**config.mk**
```make
export PLATFORM = sky130hd
export DESIGN_NAME = div_unit
export DESIGN_NICKNAME = d
export VERILOG_FILES = /design/src/rtl/div_unit_pkg.sv /design/src/rtl/div_iter_core.sv /design/src/rtl/div_unit.sv
export SDC_FILE = /design/constraint.sdc
export NUM_CORES = 1
export LEC_CHECK = 0
export ABC_AREA = 1
export CORE_MARGIN = 1
export CORE_UTILIZATION = 24
export CTS_CLUSTER_SIZE = 14
export DETAILED_ROUTE_END_ITERATION = 8
export GPL_TIMING_DRIVEN = 0
export SLEW_MARGIN = 20
export SYNTH_ARGS = -nofsm -noshare
export SYNTH_HDL_FRONTEND = slang
export SYNTH_SLANG_ARGS = --single-unit
```
**constraint.sdc**
```tcl
create_clock -name clk -period 6.44 [get_ports clk]
set_input_delay 0.644 -clock clk [delete_from_list [all_inputs] [get_ports clk]]
set_output_delay 0.644 -clock clk [all_outputs]
set_load 0.02 [all_outputs]
```
**src/rtl/div_unit_pkg.sv**
```systemverilog
// rtl/div_unit_pkg.sv - shared types and constants for the serial RV32M divider
package div_unit_pkg;

  localparam int XLEN = 32;
  localparam int LATENCY_DIV_OP = XLEN + 1;

  typedef enum logic [1:0] {
    DIV_OP_DIV,
    DIV_OP_DIVU,
    DIV_OP_REM,
    DIV_OP_REMU
  } div_op_t;

  typedef struct packed {
    logic    instruction_valid;
    div_op_t div_control;
  } div_ctrl_t;

  typedef struct packed {
    div_ctrl_t         ctrl;
    logic [4:0]        rd;
    logic [XLEN-1:0]   rs1;
    logic [XLEN-1:0]   rs2;
  } dispatcher_div_inf_t;

  typedef struct packed {
    logic            wb_valid;
    logic [4:0]      wb_rd;
    logic [XLEN-1:0] wb_data;
  } div_wb_inf_t;

  function automatic logic op_is_signed(input div_op_t op);
    return (op == DIV_OP_DIV) || (op == DIV_OP_REM);
  endfunction

  function automatic logic op_is_rem(input div_op_t op);
    return (op == DIV_OP_REM) || (op == DIV_OP_REMU);
  endfunction

endpackage

```
**src/rtl/div_iter_core.sv**
```systemverilog
// rtl/div_iter_core.sv - unsigned restoring shift-subtract datapath, one quotient bit per cycle
module div_iter_core #(
  parameter int W = 32
) (
  input  logic         clk,
  input  logic         rst,
  input  logic         kill,
  input  logic         start,
  input  logic [W-1:0] dividend,
  input  logic [W-1:0] divisor,
  output logic [W-1:0] quo_next,
  output logic [W-1:0] rem_next,
  output logic         last
);

  localparam int CNT_W = $clog2(W);

  logic [W-1:0]     rem_q, rem_d;
  logic [W-1:0]     quo_q, quo_d;
  logic [W-1:0]     dsr_q, dsr_d;
  logic [CNT_W-1:0] cnt_q, cnt_d;
  logic             run_q, run_d;
  logic [W:0]       shifted;
  logic [W:0]       diff;
  logic             ge;

  always_comb begin
    // A borrow out of the W+1 bit subtract means the shifted remainder is below the divisor.
    shifted  = {rem_q, quo_q[W-1]};
    diff     = shifted - {1'b0, dsr_q};
    ge       = ~diff[W];
    rem_next = ge ? diff[W-1:0] : shifted[W-1:0];
    quo_next = {quo_q[W-2:0], ge};
    last     = run_q && (cnt_q == CNT_W'(W - 1));

    rem_d = rem_q;
    quo_d = quo_q;
    dsr_d = dsr_q;
    cnt_d = cnt_q;
    run_d = run_q;
    if (kill) begin
      run_d = 1'b0;
    end else if (start) begin
      rem_d = '0;
      quo_d = dividend;
      dsr_d = divisor;
      cnt_d = '0;
      run_d = 1'b1;
    end else if (run_q) begin
      rem_d = rem_next;
      quo_d = quo_next;
      cnt_d = cnt_q + CNT_W'(1);
      if (last) run_d = 1'b0;
    end
  end

  always_ff @(posedge clk) begin
    if (rst) begin
      rem_q <= '0;
      quo_q <= '0;
      dsr_q <= '0;
      cnt_q <= '0;
      run_q <= 1'b0;
    end else begin
      rem_q <= rem_d;
      quo_q <= quo_d;
      dsr_q <= dsr_d;
      cnt_q <= cnt_d;
      run_q <= run_d;
    end
  end

endmodule

```
**src/rtl/div_unit.sv**
```systemverilog
// rtl/div_unit.sv - DIV/DIVU/REM/REMU unit: accept, special cases, sign fix-up and write-back
module div_unit
  import div_unit_pkg::*;
#(
  parameter int DATA_WIDTH = XLEN
) (
  input  logic                  clk,
  input  logic                  rst,
  input  logic                  flush,
  input  dispatcher_div_inf_t   dispatcher_div_inf,
  output logic                  div_done,
  output logic                  div_busy,
  output logic                  wb_valid,
  output logic [4:0]            wb_rd,
  output logic [DATA_WIDTH-1:0] wb_data
);

  localparam logic [DATA_WIDTH-1:0] MIN_NEG = {1'b1, {(DATA_WIDTH - 1){1'b0}}};

  typedef enum logic [1:0] {
    S_IDLE,
    S_BUSY,
    S_DONE
  } state_t;

  state_t                state_q, state_d;
  logic [4:0]            rd_q, rd_d;
  div_op_t               op_q, op_d;
  logic                  sign_a_q, sign_a_d;
  logic                  sign_b_q, sign_b_d;
  logic                  done_q, done_d;
  logic                  valid_q, valid_d;
  logic                  busy_q, busy_d;
  logic [4:0]            wb_rd_q, wb_rd_d;
  logic [DATA_WIDTH-1:0] wb_data_q, wb_data_d;

  logic [DATA_WIDTH-1:0] rs1, rs2, abs_a, abs_b;
  logic [DATA_WIDTH-1:0] core_quo, core_rem, quo_fix, rem_fix;
  logic                  in_signed, in_sign_a, in_sign_b, div_zero, overflow;
  logic                  core_start, core_last;

  assign rs1       = dispatcher_div_inf.rs1;
  assign rs2       = dispatcher_div_inf.rs2;
  assign in_signed = op_is_signed(dispatcher_div_inf.ctrl.div_control);
  assign in_sign_a = rs1[DATA_WIDTH-1] & in_signed;
  assign in_sign_b = rs2[DATA_WIDTH-1] & in_signed;
  assign abs_a     = in_sign_a ? -rs1 : rs1;
  assign abs_b     = in_sign_b ? -rs2 : rs2;
  assign div_zero  = (rs2 == '0);
  assign overflow  = in_signed && (rs1 == MIN_NEG) && (rs2 == '1);
  assign quo_fix   = (sign_a_q ^ sign_b_q) ? -core_quo : core_quo;
  assign rem_fix   = sign_a_q ? -core_rem : core_rem;

  div_iter_core #(
    .W(DATA_WIDTH)
  ) u_core (
    .clk      (clk),
    .rst      (rst),
    .kill     (flush),
    .start    (core_start),
    .dividend (abs_a),
    .divisor  (abs_b),
    .quo_next (core_quo),
    .rem_next (core_rem),
    .last     (core_last)
  );

  always_comb begin
    state_d    = state_q;
    rd_d       = rd_q;
    op_d       = op_q;
    sign_a_d   = sign_a_q;
    sign_b_d   = sign_b_q;
    wb_rd_d    = wb_rd_q;
    wb_data_d  = wb_data_q;
    done_d     = 1'b0;
    core_start = 1'b0;
    if (flush) begin
      state_d = S_IDLE;
    end else begin
      case (state_q)
        S_IDLE: begin
          if (dispatcher_div_inf.ctrl.instruction_valid) begin
            rd_d     = dispatcher_div_inf.rd;
            op_d     = dispatcher_div_inf.ctrl.div_control;
            sign_a_d = in_sign_a;
            sign_b_d = in_sign_b;
            if (div_zero || overflow) begin
              // Divide-by-zero keeps the raw dividend as remainder; overflow yields MIN / 0.
              state_d   = S_DONE;
              done_d    = 1'b1;
              wb_rd_d   = dispatcher_div_inf.rd;
              if (op_is_rem(dispatcher_div_inf.ctrl.div_control))
                wb_data_d = div_zero ? rs1 : '0;
              else
                wb_data_d = div_zero ? '1 : MIN_NEG;
            end else begin
              state_d    = S_BUSY;
              core_start = 1'b1;
            end
          end
        end
        S_BUSY: begin
          if (core_last) begin
            state_d   = S_DONE;
            done_d    = 1'b1;
            wb_rd_d   = rd_q;
            wb_data_d = op_is_rem(op_q) ? rem_fix : quo_fix;
          end
        end
        default: state_d = S_IDLE;
      endcase
    end
    valid_d = done_d && (wb_rd_d != 5'd0);
    busy_d  = (state_d != S_IDLE);
  end

  always_ff @(posedge clk) begin
    if (rst) begin
      state_q   <= S_IDLE;
      rd_q      <= '0;
      op_q      <= DIV_OP_DIV;
      sign_a_q  <= 1'b0;
      sign_b_q  <= 1'b0;
      done_q    <= 1'b0;
      valid_q   <= 1'b0;
      busy_q    <= 1'b0;
      wb_rd_q   <= '0;
      wb_data_q <= '0;
    end else begin
      state_q   <= state_d;
      rd_q      <= rd_d;
      op_q      <= op_d;
      sign_a_q  <= sign_a_d;
      sign_b_q  <= sign_b_d;
      done_q    <= done_d;
      valid_q   <= valid_d;
      busy_q    <= busy_d;
      wb_rd_q   <= wb_rd_d;
      wb_data_q <= wb_data_d;
    end
  end

  // A flush landing in the DONE cycle must still cancel the already-registered pulse.
  assign div_done = done_q & ~flush;
  assign wb_valid = valid_q & ~flush;
  assign div_busy = busy_q;
  assign wb_rd    = wb_rd_q;
  assign wb_data  = wb_data_q;

endmodule

```
==> flow_summary.ini, run 1 <==
[timing]
maxSlewHeadroom_pct = 35.9
final_hold_violation_count = 0
min_period_over_period_pct = 81.3
whs_ns = 0.466
rsz0062_at_grt = false
worst_slew_pin_slew_ns = 0.962
fin_setup_tns_ns = 0
achievable-frequency_ghz = 0.191
setup_viol = 0
final.min_clock_period_ns = 5.24
clock_skew_ns = 0.0158
final-max-slew-violation-count = 0

[critical_path]
cp.arrival_ns = 5.54
worstRegToRegCells = 31
worst-path-max-fanout = 10
reg2reg_slack_ns = 1.20
timing.critical_path.mode_cell = nand2_1
timing.critical_path.slowest_stage_cell = fa_1
worst-path-buf-inv = 3
timing.critical_path.max_delay_family = simple AND/OR/NAND/NOR gates
critical_path.max_stage_delay_ns = 0.43
regToRegStartpoint = u_core.quo_q[31]
cp.required_ns = 6.75
timing.critical_path.to_type = flip-flop
crit-reg2reg-capture = wb_data[24]
timing.critical_path.from_type = flip-flop
worst-setup-path-type = flip-flop to flip-flop

[power_and_ir_drop]
static_leakage_nw = 7.04
vdd.ir_drop.worst_mv = 0.185
power.density_cell_area_mw_per_mm2 = 310

[yosys]
synth_enable_flop_cells = 0
synthDistinctLibCells = 53
synth_ff_type = dfxtp_1
synth_area_sq_mm = 0.0132
mappedNetlistNets = 2372
synth_cells = 2257
postSynthAreaPerCell_sq_um = 5.87
asyncSetResetFlopFracSynth_pct = 0
flops_latches_synth = 152
yosys_warnings = 0
ys_seq_area_share_pct = 23.0

[cells_and_area]
multi_input_area_sq_mm = 0.00870
finalInstanceArea_sq_mm = 0.0158
layout.core_utilization_pct = 29.2
filler_cell_count = 6087
seqCellArea_sq_mm = 0.00304
layout_stage_area_growth_over_the_synthesis_result_pct = 19.6
final_net_count = 2503
antennaDiodeCount = 0
post_route_cells_drive_above_1_share_pct = 6.00

[drt]
detail_route.vias_per_cell = 4.93
drc = 0
wl_per_cell_um = 18.0
drt-pass1-iter-count = 7
postRouteAntennaNets = 0
route.final.wire_length_mm = 55.8
number_of_vias_after_detailed_routing = 15300
detailedRoute.firstIterationViolations = 1458

[placement]
placer_s_final_routability_congestion_estimate = 0.981
hpwlAfterDp_mm = 45.9
placed_cell_area_sq_mm = 0.0152
port_buffers = 112

[global_routing]
groute.layer.met2.usage_pct = 30.6
top_usage_layer = met2
global_route_congestion_overflow_total = 0
groute.layer.met1.usage_pct = 26.9
grt_use_met3_pct = 3.02
first_global_vias = 13900
largest_net_degree_at_the_start_of_global_routing = 17
global_route_wire_length_before_repair_mm = 83.7
global_route.usage.total_pct = 19.7
antenna_found_initial = 0

[clock_network]
clock-root-buffer = clkbuf_16
cts_repair_resize_count = 0
cts_buffers = 17
clock_slew_seen_by_the_registers_of_the_worst_setup_and_hold_paths_ns = 0.07
post-cts-setup-buffer-count = 0
tritoncts = yes
ctsHoldBuffers = 0
clockBufferDepth = 2
tritoncts_num_sinks = 152
clk_latency_ns = 0.46
ctsHtreeMaxLevel = 4

[die]
dieWidth_um = 237
die_area_sq_mm = 0.0561
vertical_extent_of_the_die_um = 237
start_util_pct = 24.5
core_area_sq_mm = 0.0541
i_o_pin_count = 115
rows = 85

[status]
outcome = finished clean

[worst_hold_path]
holdCritPathClass = flip-flop to flip-flop
hold-path-cell-count = 2
min_delay_worst_endpoint = wb_data[27]
hp-start = wb_data[27]

[run]
cap_viol_max_count = 0
==> cells in the final DEF (no fill, tap or decap), drive strengths merged, types with 3 or more instances in the layout <==
| cell | Yosys | routed |
|---|---|---|
| nand2 | 693 | 693 |
| inv | 270 | 277 |
| nor2 | 237 | 237 |
| a21oi | 206 | 206 |
| o21ai | 193 | 193 |
| dfxtp | 152 | 152 |
| nand3 | 131 | 131 |
| clkdlybuf4s50 | 0 | 112 |
| clkbuf | 57 | 75 |
| xor2 | 52 | 52 |
| ha | 39 | 39 |
| nor3 | 37 | 37 |
| buf | 31 | 31 |
| xnor2 | 27 | 27 |
| nand4 | 25 | 25 |
| o211ai | 24 | 24 |
| a31oi | 13 | 13 |
| nor4 | 10 | 10 |
| a221oi | 9 | 9 |
| or2 | 8 | 8 |
| o21bai | 8 | 8 |
| nand3b | 8 | 8 |
| clkinv | 3 | 7 |
| and2 | 4 | 4 |
| a21o | 4 | 4 |
| o22ai | 4 | 4 |
| a211oi | 3 | 3 |
==> worst register-to-register path, delay by kind of cell, from the launching register on <==
family | cells | cell delay, ns
flip-flops | 1 | 0.31
buffers and inverters | 3 | 0.41
adder cells (fa/ha/maj) | 3 | 0.88
AND/OR/NAND/NOR | 22 | 3.21
AO/OA/AOI/OAI | 3 | 0.28
==> power by group <==
part           switching, mW  internal, mW
registers             0.0579         0.991
logic                   1.92         0.884
clock network          0.487         0.560
total                   2.47          2.43
==> cells by family after synthesis <==
logic type | count (synthesis) | synth area share (%)
compound gates | 469 | 19.5
xor+xnor | 79 | 5.23
fa+ha+maj | 40 | 3.84
buf+inv | 361 | 11.3
flops | 152 | 23.0
simple gates | 1156 | 37.1
==> cells in the mapped netlist, types with 5 or more instances <==
library cell / count / share of area [%]
nor3_1: 35 / 1.3
o21bai_1: 8 / 0.45
dfxtp_1: 152 / 23
nor4_1: 10 / 0.47
or2_2: 8 / 0.38
nor2_2: 10 / 0.47
nand3_1: 126 / 4.8
clkbuf_1: 56 / 1.6
xnor2_1: 27 / 1.8
inv_1: 263 / 7.5
o21ai_1: 9 / 0.34
buf_6: 11 / 0.94
inv_2: 7 / 0.20
nand2_1: 659 / 19
o211ai_1: 24 / 1.4
xor2_1: 52 / 3.4
a31oi_1: 13 / 0.61
nand4_1: 25 / 1.2
ha_1: 39 / 3.7
o21ai_0: 178 / 6.7
a21oi_1: 199 / 7.5
a221oi_1: 9 / 0.60
nand3_2: 5 / 0.38
buf_2: 11 / 0.42
nand3b_1: 8 / 0.45
nand2_2: 29 / 1.4
nor2_1: 224 / 6.4
a21oi_2: 6 / 0.40
==> metal layers <==
layer  routed length (um)  part of all wire [%]  vias up
li1                     -                     -     7579
met1                24800                    44     7002
met2                24300                    43      597
met3                 4450                   8.0       99
met4                 2310                   4.1        0
met5                    0                     0        -
==> flip-flops by register name, indices dropped and copies added, names as in the netlist, 2 cells and up <==
signal        flops
wb_rd             5
u_core.dsr_q     32
u_core.cnt_q      5
wb_data          32
rd_q              5
state_q           2
u_core.quo_q     32
u_core.rem_q     32
==> cell type report <==
class	count	area share, %
multi-input cells	1744	55.0
flip-flops and latches	152	19.2
repair buffers	112	7.08
inverters	273	6.47
well taps	696	5.50
plain buffers	88	2.97
clock buffers	18	2.77
clock inverters	14	1.00
==> metrics by stage <==
step | power (mW) | setup WS, ns | std cells
2_1_floorplan | 3.05 | 2.56 | 2257
3_3_place_gp | 3.81 | 1.25 | 3065
3_5_place_dp | 3.81 | 1.29 | 3065
4_1_cts | 4.86 | 1.39 | 3097
5_1_grt | 5.26 | 0.831 | 3097
6_report | 4.90 | 1.20 | 3097
==> worst max path at each step <==
stage / cells past startpoint / slack (ns) / end / from
6_report: 31 / 1.20 / wb_data[24] / u_core.quo_q[31]
2_1_floorplan: 31 / 2.56 / wb_data[24] / u_core.quo_q[31]
3_3_place_gp: 18 / 1.25 / u_core.dsr_q[1] / dispatcher_div_inf[32]
3_5_place_dp: 18 / 1.29 / u_core.dsr_q[1] / dispatcher_div_inf[32]
4_1_cts: 31 / 1.39 / wb_data[24] / u_core.quo_q[31]
5_1_grt: 31 / 0.83 / wb_data[24] / u_core.quo_q[31]
(Power assumes the default switching activity.)
==> run 2: changes to the inputs <==
==> constraint.sdc (replaced) <==
create_clock -name clk -period 5.34 [get_ports clk]
set_input_delay 0.534 -clock clk [delete_from_list [all_inputs] [get_ports clk]]
set_output_delay 0.534 -clock clk [all_outputs]
set_load 0.02 [all_outputs]
==> flow_summary.ini, run 2 (synthesis gave the netlist of run 1 again) <==
[status]
outcome = finished clean

[die]
rows = 85
core_area_sq_mm = 0.0541
dieWidth_um = 237
i_o_pin_count = 115
die_area_sq_mm = 0.0561
vertical_extent_of_the_die_um = 237
start_util_pct = 24.5

[drt]
route.final.wire_length_mm = 55.9
drt-pass1-iter-count = 6
postRouteAntennaNets = 0
number_of_vias_after_detailed_routing = 15200
drc = 0
detail_route.vias_per_cell = 4.92
detailedRoute.firstIterationViolations = 1473
wl_per_cell_um = 18.0

[run]
cap_viol_max_count = 0

[clock_network]
post-cts-setup-buffer-count = 0
clock_slew_seen_by_the_registers_of_the_worst_setup_and_hold_paths_ns = 0.07
tritoncts_num_sinks = 152
clockBufferDepth = 2
clock-root-buffer = clkbuf_16
cts_buffers = 17
ctsHtreeMaxLevel = 4
clk_latency_ns = 0.46
tritoncts = yes

[placement]
placer_s_final_routability_congestion_estimate = 0.981
hpwlAfterDp_mm = 45.9
port_buffers = 112

[global_routing]
first_global_vias = 13900
global_route.usage.total_pct = 19.7
largest_net_degree_at_the_start_of_global_routing = 17
global_route_wire_length_before_repair_mm = 83.7
global_route_congestion_overflow_total = 0
antenna_found_initial = 0

[power_and_ir_drop]
static_leakage_nw = 7.05
vdd.ir_drop.worst_mv = 0.222
p_total_mw = 5.91
power.density_cell_area_mw_per_mm2 = 373

[cells_and_area]
final_net_count = 2503
post_route_cells_drive_above_1_share_pct = 6.08
leading_cell_types_in_the_layout_fill_and_taps_excluded = nand2_1, inv_1, nor2_1, a21oi_1, o21ai_0
filler_cell_count = 6083
final_common_cell = nand2_1
antennaDiodeCount = 0
layout.core_utilization_pct = 29.3
layout_stage_area_growth_over_the_synthesis_result_pct = 19.7

[critical_path]
worst-path-max-fanout = 10
critical_path.max_stage_delay_ns = 0.43
timing.critical_path.to_type = flip-flop
worst-setup-path-type = flip-flop to flip-flop
cp.required_ns = 5.65
cp.arrival_ns = 5.21
timing.critical_path.mode_cell = nand2_1
timing.critical_path.from_type = flip-flop
timing.critical_path.slowest_stage_cell = fa_1

[timing]
final.min_clock_period_ns = 4.90
achievable-frequency_ghz = 0.204
final_hold_violation_count = 0
rsz0062_at_grt = false
final-max-slew-violation-count = 0
worst_slew_pin_slew_ns = 0.922
clock_skew_ns = 0.0151
setup_viol = 0
whs_ns = 0.390
fin_setup_tns_ns = 0
min_period_over_period_pct = 91.8
maxSlewHeadroom_pct = 38.5

[worst_hold_path]
holdCritPathClass = input port to flip-flop
run 2: cell count changes in the layout (fill, tap and decap cells not counted):
cell,previous run,this run
nor4_2,0,1
nor4_1,10,9
nor3_4,0,1
nor3_1,35,34
run 2: power by group:
| group | total (mW) | internal [mW] | switching, mW |
|---|---|---|---|
| Sequential | 1.27 | 1.19 | 0.0703 |
| Combinational | 3.39 | 1.07 | 2.32 |
| Clock | 1.26 | 0.675 | 0.586 |
run 2: layer usage:
layer	part of all wire [%]	GRT usage [%]	vias up
li1	-	-	7584
met1	45	26.9	6937
met2	44	30.6	602
met3	7.8	3.02	103
met4	4.1	8.46	0
met5	0	0	-
run 2: worst paths after layout:
kind | start | depth (start not counted) | to | slack (ns)
hold / removal | flush | 2 | u_core.run_q | 0.39
setup / recovery | u_core.quo_q[31] | 31 | wb_data[24] | 0.44
hold reg to reg | wb_data[27] | 2 | wb_data[27] | 0.47
setup reg to reg | u_core.quo_q[31] | 31 | wb_data[24] | 0.44
run 2: final cells by class:
cell class | count | area, sq um | area share (%)
multi-input combinational | 1744 | 8720 | 55.0
timing repair buffer | 112 | 1120 | 7.08
sequential | 152 | 3040 | 19.2
clock buffer | 18 | 439 | 2.77
inverter | 273 | 1020 | 6.47
clock inverter | 14 | 159 | 1.00
buffer | 88 | 470 | 2.97
tap | 696 | 871 | 5.50
run 2: per-stage QoR:
step | area [sq um] | worst slack, ns | std cells
global placement | 15200 | 0.261 | 3065
finish | 15800 | 0.438 | 3097
detailed placement | 15200 | 0.303 | 3065
global route | 15800 | 0.0259 | 3097
floorplan | 13200 | 1.46 | 2257
CTS | 15800 | 0.293 | 3097
run 2: critical path: cells and delay by family (launching register included):
family          cells  cell delay [ns]
compound gates      3             0.28
simple gates       22             2.87
flops               1             0.31
buf+inv             3             0.40
fa+ha+maj           3             0.87
run 2: timing repair:
action	CTS	global route
resized for setup	0	3
setup endpoints to repair	0	2
hold buffers	0	0
==> edit, RTL diff (settings of run 1) <==
Reset style: asynchronous (`rst`), changed in 2 clocked blocks.
--- a/src/rtl/div_iter_core.sv
+++ b/src/rtl/div_iter_core.sv
@@ -54,7 +54,7 @@
     end
   end
 
-  always_ff @(posedge clk) begin
+  always_ff @(posedge clk or posedge rst) begin
     if (rst) begin
       rem_q <= '0;
       quo_q <= '0;
--- a/src/rtl/div_unit.sv
+++ b/src/rtl/div_unit.sv
@@ -115,7 +115,7 @@
     busy_d  = (state_d != S_IDLE);
   end
 
-  always_ff @(posedge clk) begin
+  always_ff @(posedge clk or posedge rst) begin
     if (rst) begin
       state_q   <= S_IDLE;
       rd_q      <= '0;
Check against the original RTL: differs if rst is asserted again (counterexample within 4 cycles, from zero or initial values and one cycle with rst high); with rst held inactive, the same outputs for 4 cycles.
==> edit against run 1 <==
  * Count of clock-buffer cells in the layout did not move
  * Global-route usage fell by 2.2 points
  * Sequential cell count did not move
  * Die area rose by 5.1%
  * Setup slack improved by 0.14 ns
  * Sequential share of layout area rose by 3.6 points
  * Area after synthesis rose by 5.1%
  * Wire length fell by 7.3%
  * Design area rose by 5.2%
  * First-iteration DRC count fell by 12%
  * Critical endpoint is now wb_data[30]
  * Largest cell class unchanged
  * Highest routed layer unchanged
Power is not compared: it rests on default switching activity, and its combinational part moved more than twofold at a synthesized area within 25%.
==> edit: results (changes against run 1) <==
| Metric | Value |
|---|---|
| Outcome | finished clean |
| Mapped Cells | 2285 (+1.2%) |
| Met1 WL | 24800 µm (+0.20%) |
| 1st-iter DRT viols | 1288 (-12%) |
| GRT Total Usage | 17.6% (-2.2 points) |
| Final nets | 2533 (+1.2%) |
| Worst reg-to-reg path cell count | 35 (+13%) |
| Most used DFF post-synth | dfrtp_1 |
| CP Data Arrival Time | 5.47 ns (-0.07 ns) |
| Complex-gate fraction of the synthesized area | 13.7% (-5.9 points) |
| Filler cell count | 6464 (+6.2%) |
| Share of layout cells above drive strength 1 | 5.93% (-0.069 points) |
| Via count | 14900 (-2.2%) |
| Router iterations before antenna repair | 5 (-2) |
| Final Non-Filler Cells | 3185 (+2.8%) |
| Worst R2R End | wb_data[30] |
| Total Wirelength | 51700 µm (-7.3%) |
| Largest net degree at the start of global routing | 85 (+68) |
| Post-synthesis xor/xnor area fraction | 4.28% (-0.95 points) |
| GPL Wtd Cong | 0.925 (-5.8%) |
| Commonest cells post-synth | 725 x nand2_1, 323 x inv_1, 262 x nor2_1, 152 x dfrtp_1, 144 x nand3_1 |
| Met3 Wirelength | 2860 µm (-36%) |
| Dpl hpwl | 42200 µm (-8.1%) |
| Post-synth ARST share | 100% (+100 points) |
| Clock Skew | 0.0150 ns (-0.000804 ns) |
| WHS | 0.482 ns (+0.0163 ns) |
| I/O Buffers | 113 (+0.89%) |
| Cell Area, Placed | 0.0160 mm² (+5.2%) |
edit: cell types whose count changed after synthesis, moves of 9 or more:
cell,change
a21oi_1,-92
a31oi_1,-9
clkbuf_1,-14
dfrtp_1,+152
dfxtp_1,-152
inv_1,+60
nand2_1,+66
nand3_1,+18
nor2_1,+38
o21ai_0,-51
o21ai_1,+9
o22ai_1,+29
xnor2_1,-14
edit: how the worst min path moves through the flow:
stage	from	endpoint	cells after the start
6_report	u_core.dsr_q[26]	u_core.dsr_q[26]	2
5_1_grt	u_core.cnt_q[4]	u_core.cnt_q[4]	2
4_1_cts	u_core.dsr_q[26]	u_core.dsr_q[26]	2
3_5_place_dp	u_core.dsr_q[23]	u_core.dsr_q[23]	2
3_3_place_gp	u_core.dsr_q[21]	u_core.dsr_q[21]	2
2_1_floorplan	u_core.cnt_q[2]	u_core.cnt_q[2]	1
edit: critical path, delay by kind of cell, from the launching register on:
| family | cells | cell delay [ns] |
|---|---|---|
| and+or+nand+nor | 24 | 2.82 |
| adders and majority gates | 3 | 0.86 |
| AOI/OAI and AO/OA | 2 | 0.25 |
| DFF | 1 | 0.32 |
| buffers and inverters | 6 | 0.74 |
edit: layout make-up:
class                   count  share of cell area, %
plain buffers              75                   2.45
clock buffers              18                   2.64
multi-input cells        1724                   50.7
clock inverters            12                   1.13
repair buffers            114                   6.96
well taps                 756                   5.68
flip-flops and latches    152                   22.8
inverters                 334                   7.57
edit: power breakdown:
part | internal [mW] | leakage [nW] | total, mW | switching, mW
Combinational | 2.10 | 6.08 | 6.30 | 4.20
Sequential | 1.29 | 1.90 | 1.61 | 0.320
Clock | 0.661 | 0.304 | 1.13 | 0.464
Total | 4.06 | 8.28 | 9.04 | 4.98
